**src/rtl/uart_pkg.sv**
```systemverilog
// Shared types and timing constants for the UART receive path.
// UART_RX_PARITY_EN adds the PARITY state to the state enum.
package uart_pkg;

    localparam int OVERSAMPLE = 16;
    localparam logic [3:0] MID_TICK  = 4'd7;
    localparam logic [3:0] LAST_TICK = 4'd15;

    typedef enum logic [2:0] {
        IDLE   = 3'd0,
        START  = 3'd1,
        DATA   = 3'd2,
`ifdef UART_RX_PARITY_EN
        PARITY = 3'd3,
`endif
        STOP   = 3'd4
    } state_t;

endpackage

```
**src/rtl/uart_rx_oversample_if.sv**
```systemverilog
// Host-side bus of the UART receiver: holding register handshake and error pulses.
// UART_RX_PARITY_EN adds the parity_odd select and the parity_err pulse.
interface uart_rx_oversample_if #(
    parameter int DATA_BITS = 8
);
    logic [DATA_BITS-1:0] rx_data;
    logic                 rx_valid;
    logic                 rx_ready;
    logic                 frame_err;
    logic                 overrun;
`ifdef UART_RX_PARITY_EN
    logic                 parity_odd;
    logic                 parity_err;
`endif

    modport master (
        input  rx_ready,
`ifdef UART_RX_PARITY_EN
        input  parity_odd,
        output parity_err,
`endif
        output rx_data, rx_valid, frame_err, overrun
    );

    modport slave (
        output rx_ready,
`ifdef UART_RX_PARITY_EN
        output parity_odd,
        input  parity_err,
`endif
        input  rx_data, rx_valid, frame_err, overrun
    );
endinterface

```
**src/rtl/uart_sync2.sv**
```systemverilog
// Two-flop synchronizer for asynchronous single-bit inputs, reset to RESET_VAL.
module uart_sync2 #(
    parameter logic RESET_VAL = 1'b1
) (
    input  logic clk,
    input  logic rst,
    input  logic d,
    output logic q
);
    logic meta;

    always_ff @(posedge clk or posedge rst) begin
        if (rst) begin
            meta <= RESET_VAL;
            q    <= RESET_VAL;
        end else begin
            meta <= d;
            q    <= meta;
        end
    end
endmodule

```
**src/rtl/uart_rx_oversample.sv**
```systemverilog
// 16x oversampling UART receiver with mid-bit sampling and a valid/ready holding register.
// Optional parity stage enabled by defining UART_RX_PARITY_EN.
module uart_rx_oversample
    import uart_pkg::*;
#(
    parameter int DATA_BITS  = 8,
    parameter int OVERSAMPLE = 16
) (
    input  logic clk,
    input  logic rst,
    input  logic sample_tick,
    input  logic rx,
    output logic busy,
    uart_rx_oversample_if.master bus
);
    localparam int TICK_W = $clog2(OVERSAMPLE);
    localparam int IDX_W  = $clog2(DATA_BITS);

    logic                 rx_s;
    state_t               state, state_nx;
    logic [TICK_W-1:0]    tick_cnt, tick_nx;
    logic [IDX_W-1:0]     bit_idx, idx_nx;
    logic [DATA_BITS-1:0] shreg, sh_nx;
    logic                 deliver, stop_bad;
`ifdef UART_RX_PARITY_EN
    logic                 par_bad, par_nx, par_fire;
`endif

    uart_sync2 #(.RESET_VAL(1'b1)) u_sync (
        .clk (clk),
        .rst (rst),
        .d   (rx),
        .q   (rx_s)
    );

    assign busy = (state != IDLE);

    always_ff @(posedge clk or posedge rst) begin
        if (rst) begin
            state    <= IDLE;
            tick_cnt <= '0;
            bit_idx  <= '0;
            shreg    <= '0;
`ifdef UART_RX_PARITY_EN
            par_bad  <= 1'b0;
`endif
        end else begin
            state    <= state_nx;
            tick_cnt <= tick_nx;
            bit_idx  <= idx_nx;
            shreg    <= sh_nx;
`ifdef UART_RX_PARITY_EN
            par_bad  <= par_nx;
`endif
        end
    end

    always_comb begin
        state_nx = state;
        tick_nx  = tick_cnt;
        idx_nx   = bit_idx;
        sh_nx    = shreg;
        deliver  = 1'b0;
        stop_bad = 1'b0;
`ifdef UART_RX_PARITY_EN
        par_nx   = par_bad;
        par_fire = 1'b0;
`endif
        if (sample_tick) begin
            case (state)
                IDLE: begin
                    if (!rx_s) begin
                        state_nx = START;
                        tick_nx  = '0;
                    end
                end
                // A start bit that is high again at its midpoint was a glitch.
                START: begin
                    if (tick_cnt == TICK_W'(MID_TICK)) begin
                        tick_nx  = '0;
                        idx_nx   = '0;
                        state_nx = rx_s ? IDLE : DATA;
                    end else begin
                        tick_nx = tick_cnt + 1'b1;
                    end
                end
                DATA: begin
                    tick_nx = tick_cnt + 1'b1;
                    if (tick_cnt == TICK_W'(LAST_TICK)) begin
                        sh_nx   = {rx_s, shreg[DATA_BITS-1:1]};
                        tick_nx = '0;
                        idx_nx  = bit_idx + 1'b1;
                        if (bit_idx == IDX_W'(DATA_BITS - 1)) begin
`ifdef UART_RX_PARITY_EN
                            state_nx = PARITY;
`else
                            state_nx = STOP;
`endif
                        end
                    end
                end
`ifdef UART_RX_PARITY_EN
                PARITY: begin
                    tick_nx = tick_cnt + 1'b1;
                    if (tick_cnt == TICK_W'(LAST_TICK)) begin
                        par_nx   = ((^shreg) ^ rx_s) != bus.parity_odd;
                        tick_nx  = '0;
                        state_nx = STOP;
                    end
                end
`endif
                // Leaving at mid-stop-bit lets the next start edge be caught early.
                STOP: begin
                    tick_nx = tick_cnt + 1'b1;
                    if (tick_cnt == TICK_W'(LAST_TICK)) begin
                        tick_nx  = '0;
                        state_nx = IDLE;
                        stop_bad = !rx_s;
`ifdef UART_RX_PARITY_EN
                        par_fire = par_bad;
                        deliver  = rx_s && !par_bad;
`else
                        deliver  = rx_s;
`endif
                    end
                end
                default: state_nx = IDLE;
            endcase
        end
    end

    // A full holding register only accepts a new byte if it is drained in the same cycle.
    always_ff @(posedge clk or posedge rst) begin
        if (rst) begin
            bus.rx_data    <= '0;
            bus.rx_valid   <= 1'b0;
            bus.frame_err  <= 1'b0;
            bus.overrun    <= 1'b0;
`ifdef UART_RX_PARITY_EN
            bus.parity_err <= 1'b0;
`endif
        end else begin
            bus.frame_err  <= stop_bad;
            bus.overrun    <= 1'b0;
`ifdef UART_RX_PARITY_EN
            bus.parity_err <= par_fire;
`endif
            if (deliver) begin
                if (!bus.rx_valid || bus.rx_ready) begin
                    bus.rx_data  <= shreg;
                    bus.rx_valid <= 1'b1;
                end else begin
                    bus.overrun <= 1'b1;
                end
            end else if (bus.rx_valid && bus.rx_ready) begin
                bus.rx_valid <= 1'b0;
            end
        end
    end
endmodule

```
**src/flat_wrapper.sv**
```systemverilog
// flat-port wrapper written by rule: the top's interface ports become plain ports
module uart_rx_oversample_flat import uart_pkg::*;
#(
    parameter int DATA_BITS  = 8,
    parameter int OVERSAMPLE = 16
)
  (clk, rst, sample_tick, rx, busy, bus_rx_ready, bus_rx_data, bus_rx_valid, bus_frame_err, bus_overrun);
  uart_rx_oversample_if #(.DATA_BITS(DATA_BITS)) bus_i ();
  input  logic clk;
  input  logic rst;
  input  logic sample_tick;
  input  logic rx;
  output logic busy;
  input wire logic [$bits(bus_i.rx_ready)-1:0] bus_rx_ready;
  output wire logic [$bits(bus_i.rx_data)-1:0] bus_rx_data;
  output wire logic [$bits(bus_i.rx_valid)-1:0] bus_rx_valid;
  output wire logic [$bits(bus_i.frame_err)-1:0] bus_frame_err;
  output wire logic [$bits(bus_i.overrun)-1:0] bus_overrun;
  assign bus_i.rx_ready = bus_rx_ready;
  assign bus_rx_data = bus_i.rx_data;
  assign bus_rx_valid = bus_i.rx_valid;
  assign bus_frame_err = bus_i.frame_err;
  assign bus_overrun = bus_i.overrun;
  uart_rx_oversample #(.DATA_BITS(DATA_BITS), .OVERSAMPLE(OVERSAMPLE)) u_core (.clk(clk), .rst(rst), .sample_tick(sample_tick), .rx(rx), .busy(busy), .bus(bus_i));
endmodule
```
**config.mk**
```make
export PLATFORM = sky130hd
export DESIGN_NAME = uart_rx_oversample_flat
export DESIGN_NICKNAME = d
export VERILOG_FILES = /design/src/rtl/uart_pkg.sv /design/src/rtl/uart_rx_oversample_if.sv /design/src/rtl/uart_sync2.sv /design/src/rtl/uart_rx_oversample.sv /design/src/flat_wrapper.sv
export SDC_FILE = /design/constraint.sdc
export NUM_CORES = 1
export LEC_CHECK = 0
export CORE_MARGIN = 2
export CORE_UTILIZATION = 45
export CTS_CLUSTER_DIAMETER = 60
export CTS_CLUSTER_SIZE = 28
export DETAILED_ROUTE_END_ITERATION = 10
export GPL_TIMING_DRIVEN = 0
export MAX_ROUTING_LAYER = met4
export PLACE_DENSITY = 0.8
export SYNTH_ARGS = -nofsm -noshare
export SYNTH_HDL_FRONTEND = slang
export SYNTH_SLANG_ARGS = --single-unit
export TNS_END_PERCENT = 10
```
**constraint.sdc**
```tcl
create_clock -name clk -period 1.5 [get_ports clk]
set_input_delay 0.3 -clock clk [delete_from_list [all_inputs] [get_ports clk]]
set_output_delay 0.3 -clock clk [all_outputs]
set_load 0.02 [all_outputs]
```
# After elaboration in Yosys (flattened, before gate mapping)
# Index checks and enable logic that the tools add are counted.
# W data, S select, Z words.
[classes]
add_sub_neg = 2
multipliers = 0
div = 0
n_lt_le_gt_ge = 0
eq_ne = 12
shifts = 0
n_mux = 25
n_bitwise = 0
reduce_logical = 16
[ops]
columns = ["operator", "count"]
rows = [
  ["$mux W3", 7],
  ["$mux W4", 3],
  ["$pmux W3 S4", 1],
  ["$pmux W4 S3", 1],
  ["$mux W1", 11],
  ["$ne A2 B1 Y1 const B", 4],
  ["$eq A3 B3 Y1 const B", 2],
  ["$pmux W3 S2", 1],
  ["$reduce_and A3 Y1", 2],
  ["$reduce_and A6 Y1", 1],
  ["$reduce_bool A3 Y1", 2],
  ["$add A4 B1 Y4 const B", 1],
  ["$eq A4 B3 Y1 const B", 1],
  ["$eq A4 B4 Y1 const B", 1],
  ["$ne A2 B2 Y1 const B", 2],
  ["$reduce_and A2 Y1", 2],
  ["$reduce_and A4 Y1", 1],
  ["$reduce_bool A2 Y1", 2],
  ["$add A3 B1 Y3 const B", 1],
  ["$eq A3 B1 Y1 const B", 1],
  ["$eq A3 B2 Y1 const B", 1],
  ["$logic_not A3 Y1", 1],
  ["$logic_not A1 Y1", 2],
  ["$mux W2", 1],
  ["3 further kinds", 3],
]
[totals]
ff_bits = 31
latch_bits = 0
ramBits = 0
mem_bits_ro = 0
in_bits = 5
wordCells = 65
memories = 0

# Longest topological paths before layout
[depth]
ltp_word = 6
depth_mapped = 6

# Modules after synthesis
# A second synthesis with hierarchy kept.
[unflattened]
cells_unflattened = 122
area_unflattened_um2 = 1505.2
[by_module_without_submodules]
columns = ["module", "instances", "cells_per_inst", "area_per_inst_um2"]
rows = [
  ["uart_rx_oversample", 1, 119, 1448.9],
  ["uart_sync2", 1, 3, 56.3],
]

# Worst setup path before layout
# No wires, ideal clock.
[synth_path]
kind = "register to register"
startpoint = "reg u_core.tick_cnt[0]"
endpoint = "reg u_core.bus.rx_data[0]"
arrival_time_ns = 1.496
required_time_ns = 1.375
slack_ns = -0.122
stages_incl_launch_ff = 7
n_path_buf = 1
period_less_slack_ns = 1.622
path_cell_list = "dfrtp_1 -> ha_1 -> and4_4 -> nand4_2 -> nand2b_4 -> buf_6 -> mux2_4"
[synth_between]
elab_chain_len = 5
[synth_rtl]
columns = ["item", "line", "text"]
rows = [
  ["start, declared", "uart_rx_oversample.sv:21", "logic [TICK_W-1:0] tick_cnt, tick_nx;"],
  ["start signal, assigned", "uart_rx_oversample.sv:49", "tick_cnt <= tick_nx;"],
  ["$eq A4 B4 Y1", "uart_rx_oversample.sv:115", "if (tick_cnt == TICK_W'(LAST_TICK)) begin"],
  ["$mux W1", "uart_rx_oversample.sv:115", ""],
  ["$mux W1", "uart_rx_oversample.sv:70", "case (state)"],
  ["$mux W1", "uart_rx_oversample.sv:69", "if (sample_tick) begin"],
  ["$reduce_and A2 Y1 (no source line)", "-", ""],
  ["end signal, assigned", "uart_rx_oversample.sv:150", "bus.rx_data <= shreg;"],
  ["end, declared", "uart_rx_oversample_if.sv:22", "output rx_data, rx_valid, frame_err, overrun"],
]
# No other way between the ends.
# A chain may end at the register's enable or synchronous reset.

# Final worst setup path
[layout_path]
startpoint = "reg u_core.bit_idx[0]"
endpoint = "reg u_core.state[2]"
[layout_between]
elab_chain_len = 3
[layout_rtl]
columns = ["item", "line", "text"]
rows = [
  ["start, declared", "uart_rx_oversample.sv:22", "logic [IDX_W-1:0] bit_idx, idx_nx;"],
  ["start signal, assigned", "uart_rx_oversample.sv:50", "bit_idx <= idx_nx;"],
  ["$eq A3 B3 Y1", "uart_rx_oversample.sv:93", "if (bit_idx == IDX_W'(DATA_BITS - 1)) begin"],
  ["$ne A2 B1 Y1 (no source line)", "-", ""],
  ["$reduce_and A6 Y1 (no source line)", "-", ""],
  ["end signal, assigned", "uart_rx_oversample.sv:48", "state <= state_nx;"],
  ["end, declared", "uart_rx_oversample.sv:20", "state_t state, state_nx;"],
]
# No other way between the ends.

==> impl_results.md <==
* Initial DRC Count at 14
* Port Buffers at 16
* Synth area leader: dfrtp_1
* Final WL at 2.68 mm
* Top cells by area, synth: dfrtp_1 (49%), mux2_4 (8.1%), mux2_2 (7.6%)
* Fin. Hold Viols at 0
* Min-delay worst type: reg2reg
* Die ar. at 3760 µm²
* Initial Util at 48.0%
* Syn_nets at 121
* First-pass detailed-route iteration total at 4
* Die H at 61.3 µm
* Share of the synthesized area in the top cell type at 49.1%
* GR Overflow Total at 0
* Net Sw Frac at 33.5%
* Combinational share of power at 36.5%
* First-pass GRT wire length at 4.56 mm
* Vias/cell at 5.16
* Core area at 3080 µm²
* Clock tree buffer depth at 2
* H-Tree Depth at 2
* Critical Path AT at 1.87 ns
* # DRC at 0
* Min Tclk post-route at 1.64 ns
* WL per Instance at 14.4 µm
* N_diodes at 0
* Mean Syn Cell Area at 13.1 µm²
* # hold bufs at CTS at 0
* Internal power at 1770 µW
* Status: finished, violations left
* Cells after Synth at 113
* Hold endpoint: u_core.u_sync.q
* Routability Congestion at 0.834
* Area grow syn2layout at 27.0%
* Min setup slack post-route at -0.145 ns
* Period utilization at 110%
* Initial antenna violation count at 0
* Register area share after synthesis at 52.7%
* Crit. End Element: register
* #FFs+latches synth at 31
* CTS sink cnt at 31
* WP data required at 1.73 ns
* Hold path start: u_core.u_sync.meta
* Reg-to-reg slack, setup at -0.14 ns
* Post-synth EDFFs at 0
* # setup viols final at 22
* Hold Slack at 0.365 ns
* Startpoint Class: register
* Clock power frac at 25.2%
* Global Route Usage Sum at 17.7%
* Yosys warns at 0
* CTS tree: yes
* Layout cell share with drive strength beyond 1 at 40.8%
* Top FF cell, synth: dfrtp_1
* Hold depth at 0
* Clock skew at 0.0145 ns
* Max-slew violation total from the final report at 0
* Reg clk slew, reported paths at 0.10 ns
* CP max FO at 3
* Setup repair after global routing missed its margin: true
* Max Freq at 0.608 GHz
* Worst-skew pair later-pin latency at 0.33 ns
* Worst Setup Path Type: reg2reg
* Commonest non-fill, non-tap cells in the layout: dfrtp_1 (28), dlygate4sd2_1 (12), mux2_2 (10)
* Peak VDD IR at 0.815 mV
* Leak at 0.000962 µW
* Mapped cell area at 1480 µm²
* Total of max-cap violations at 0
* Number of global-route vias before repair at 975
* PD cells at 1420 nW/µm²
* HPWL Detailed at 1.75 mm
* Antenna viol nets, final at 0
* Failing checks: negative setup slack
* Largest net degree at the start of global routing at 32
* Final setup TNS at -0.958 ns
* Sequential share of power at 38.2%
* Cells on worst reg2reg path at 6
* Slew @ Worst Pin at 0.649 ns
* Root Buffer: clkbuf_4
* Yosys cell types at 41
* Rel. slew slack at 56.7%
* # nets final at 149
* Cts bufs inserted at 5
* Via count at 959
* Reg2reg start: u_core.bit_idx[0]
* FFs w/ async S/R, synth at 100%
* Net Switching at 893 µW
* Commonest non-fill, non-tap cell in the layout: dfrtp_1
* Worst R2R End: u_core.state[2]
* # IOs at 17
* Num rows at 20
* Die X at 61.3 µm
==> cell families after synthesis <==
logic type | synth area share, %
flip-flops | 52.7
XOR/XNOR | 1.19
buffers and inverters | 4.40
AND/OR/NAND/NOR | 12.8
adder cells (fa/ha/maj) | 3.30
AO/OA/AOI/OAI | 9.23
multiplexers | 16.4
==> repair_timing <==
action                     CTS  global route
buffers inserted             6             0
setup endpoints to repair   35            54
resized for setup           30             6
pin swaps                    5             2
==> final cells by class <==
class | instances | area [µm²]
plain buffers | 4 | 45.0
flip-flops and latches | 31 | 779
clock inverters | 2 | 35.0
inverters | 6 | 26.3
clock buffers | 6 | 51.3
multi-input cells | 71 | 696
fillers | 253 | 1200
well taps | 44 | 55.1
repair buffers | 22 | 189
==> routing by layer <==
metal	global-route usage (%)	share of wire, %	up-vias
li1	-	-	457
met1	22.6	44	482
met2	26.6	52	15
met3	3.15	2.4	5
met4	9.94	2.2	0
met5	-	0	-
==> power groups by stage <==
stage                     combinational, µW  sequential [µW]  clock, µW
after floorplan                         593              988          0
after global placement                  729             1000          0
after detailed placement                755             1010          0
after CTS                               942             1010        691
after global routing                   1070             1030        734
final                                   974             1020        673
==> how the worst max path moves through the flow <==
| stage | depth (start not counted) | startpoint | slack (ns) | to |
|---|---|---|---|---|
| after global placement | 6 | sample_tick | -0.48 | u_core.bus.rx_data[4] |
| final | 6 | u_core.bit_idx[0] | -0.14 | u_core.state[2] |
| after CTS | 6 | u_core.bit_idx[0] | -0.15 | u_core.state[2] |
| after detailed placement | 6 | sample_tick | -0.50 | u_core.bus.rx_data[3] |
| after global routing | 6 | u_core.bit_idx[0] | -0.19 | u_core.state[2] |
| after floorplan | 6 | u_core.bit_idx[0] | -0.1 | u_core.state[2] |
==> flip-flops by register name, indices dropped and copies added (netlist names) <==
| name | flops |
|---|---|
| u_core.bus.rx_data | 8 |
| u_core.bus.overrun | 1 |
| u_core.state | 3 |
| u_core.u_sync.meta | 1 |
| u_core.bus.rx_valid | 1 |
| u_core.shreg | 8 |
| u_core.tick_cnt | 4 |
| u_core.bus.frame_err | 1 |
| u_core.u_sync.q | 1 |
| u_core.bit_idx | 3 |
==> synth_stat cells, drive strengths merged, types with 2 or more instances <==
library cell / count
dfrtp: 29
mux2: 18
nor2: 7
inv: 6
buf: 5
nand2: 5
nand2b: 4
o21ai: 4
ha: 3
a22o: 2
and2: 2
and3: 2
dfstp: 2
nand3: 2
nand4: 2
nor3b: 2
o41ai: 2
xor2: 2
==> critical path, cell delays in order, from the launching register on <==
cell     delay, ns
dfrtp_1       0.40
ha_2          0.19
ha_2          0.17
and2_4        0.15
o41ai_4       0.25
nor2_1        0.11
mux2_2        0.28
==> per-stage QoR <==
step | total power (µW) | worst slack (ns) | std cells | utilization, % | cell area, µm²
after floorplan | 1580 | -0.0974 | 113 | - | 1480
after global placement | 1730 | -0.484 | 173 | 55.1 | 1700
after detailed placement | 1770 | -0.498 | 173 | 55.1 | 1700
after CTS | 2640 | -0.148 | 186 | 60.4 | 1860
after global routing | 2840 | -0.193 | 186 | 61.0 | 1880
final | 2670 | -0.145 | 186 | 61.0 | 1880
(Power assumes the default switching activity.)
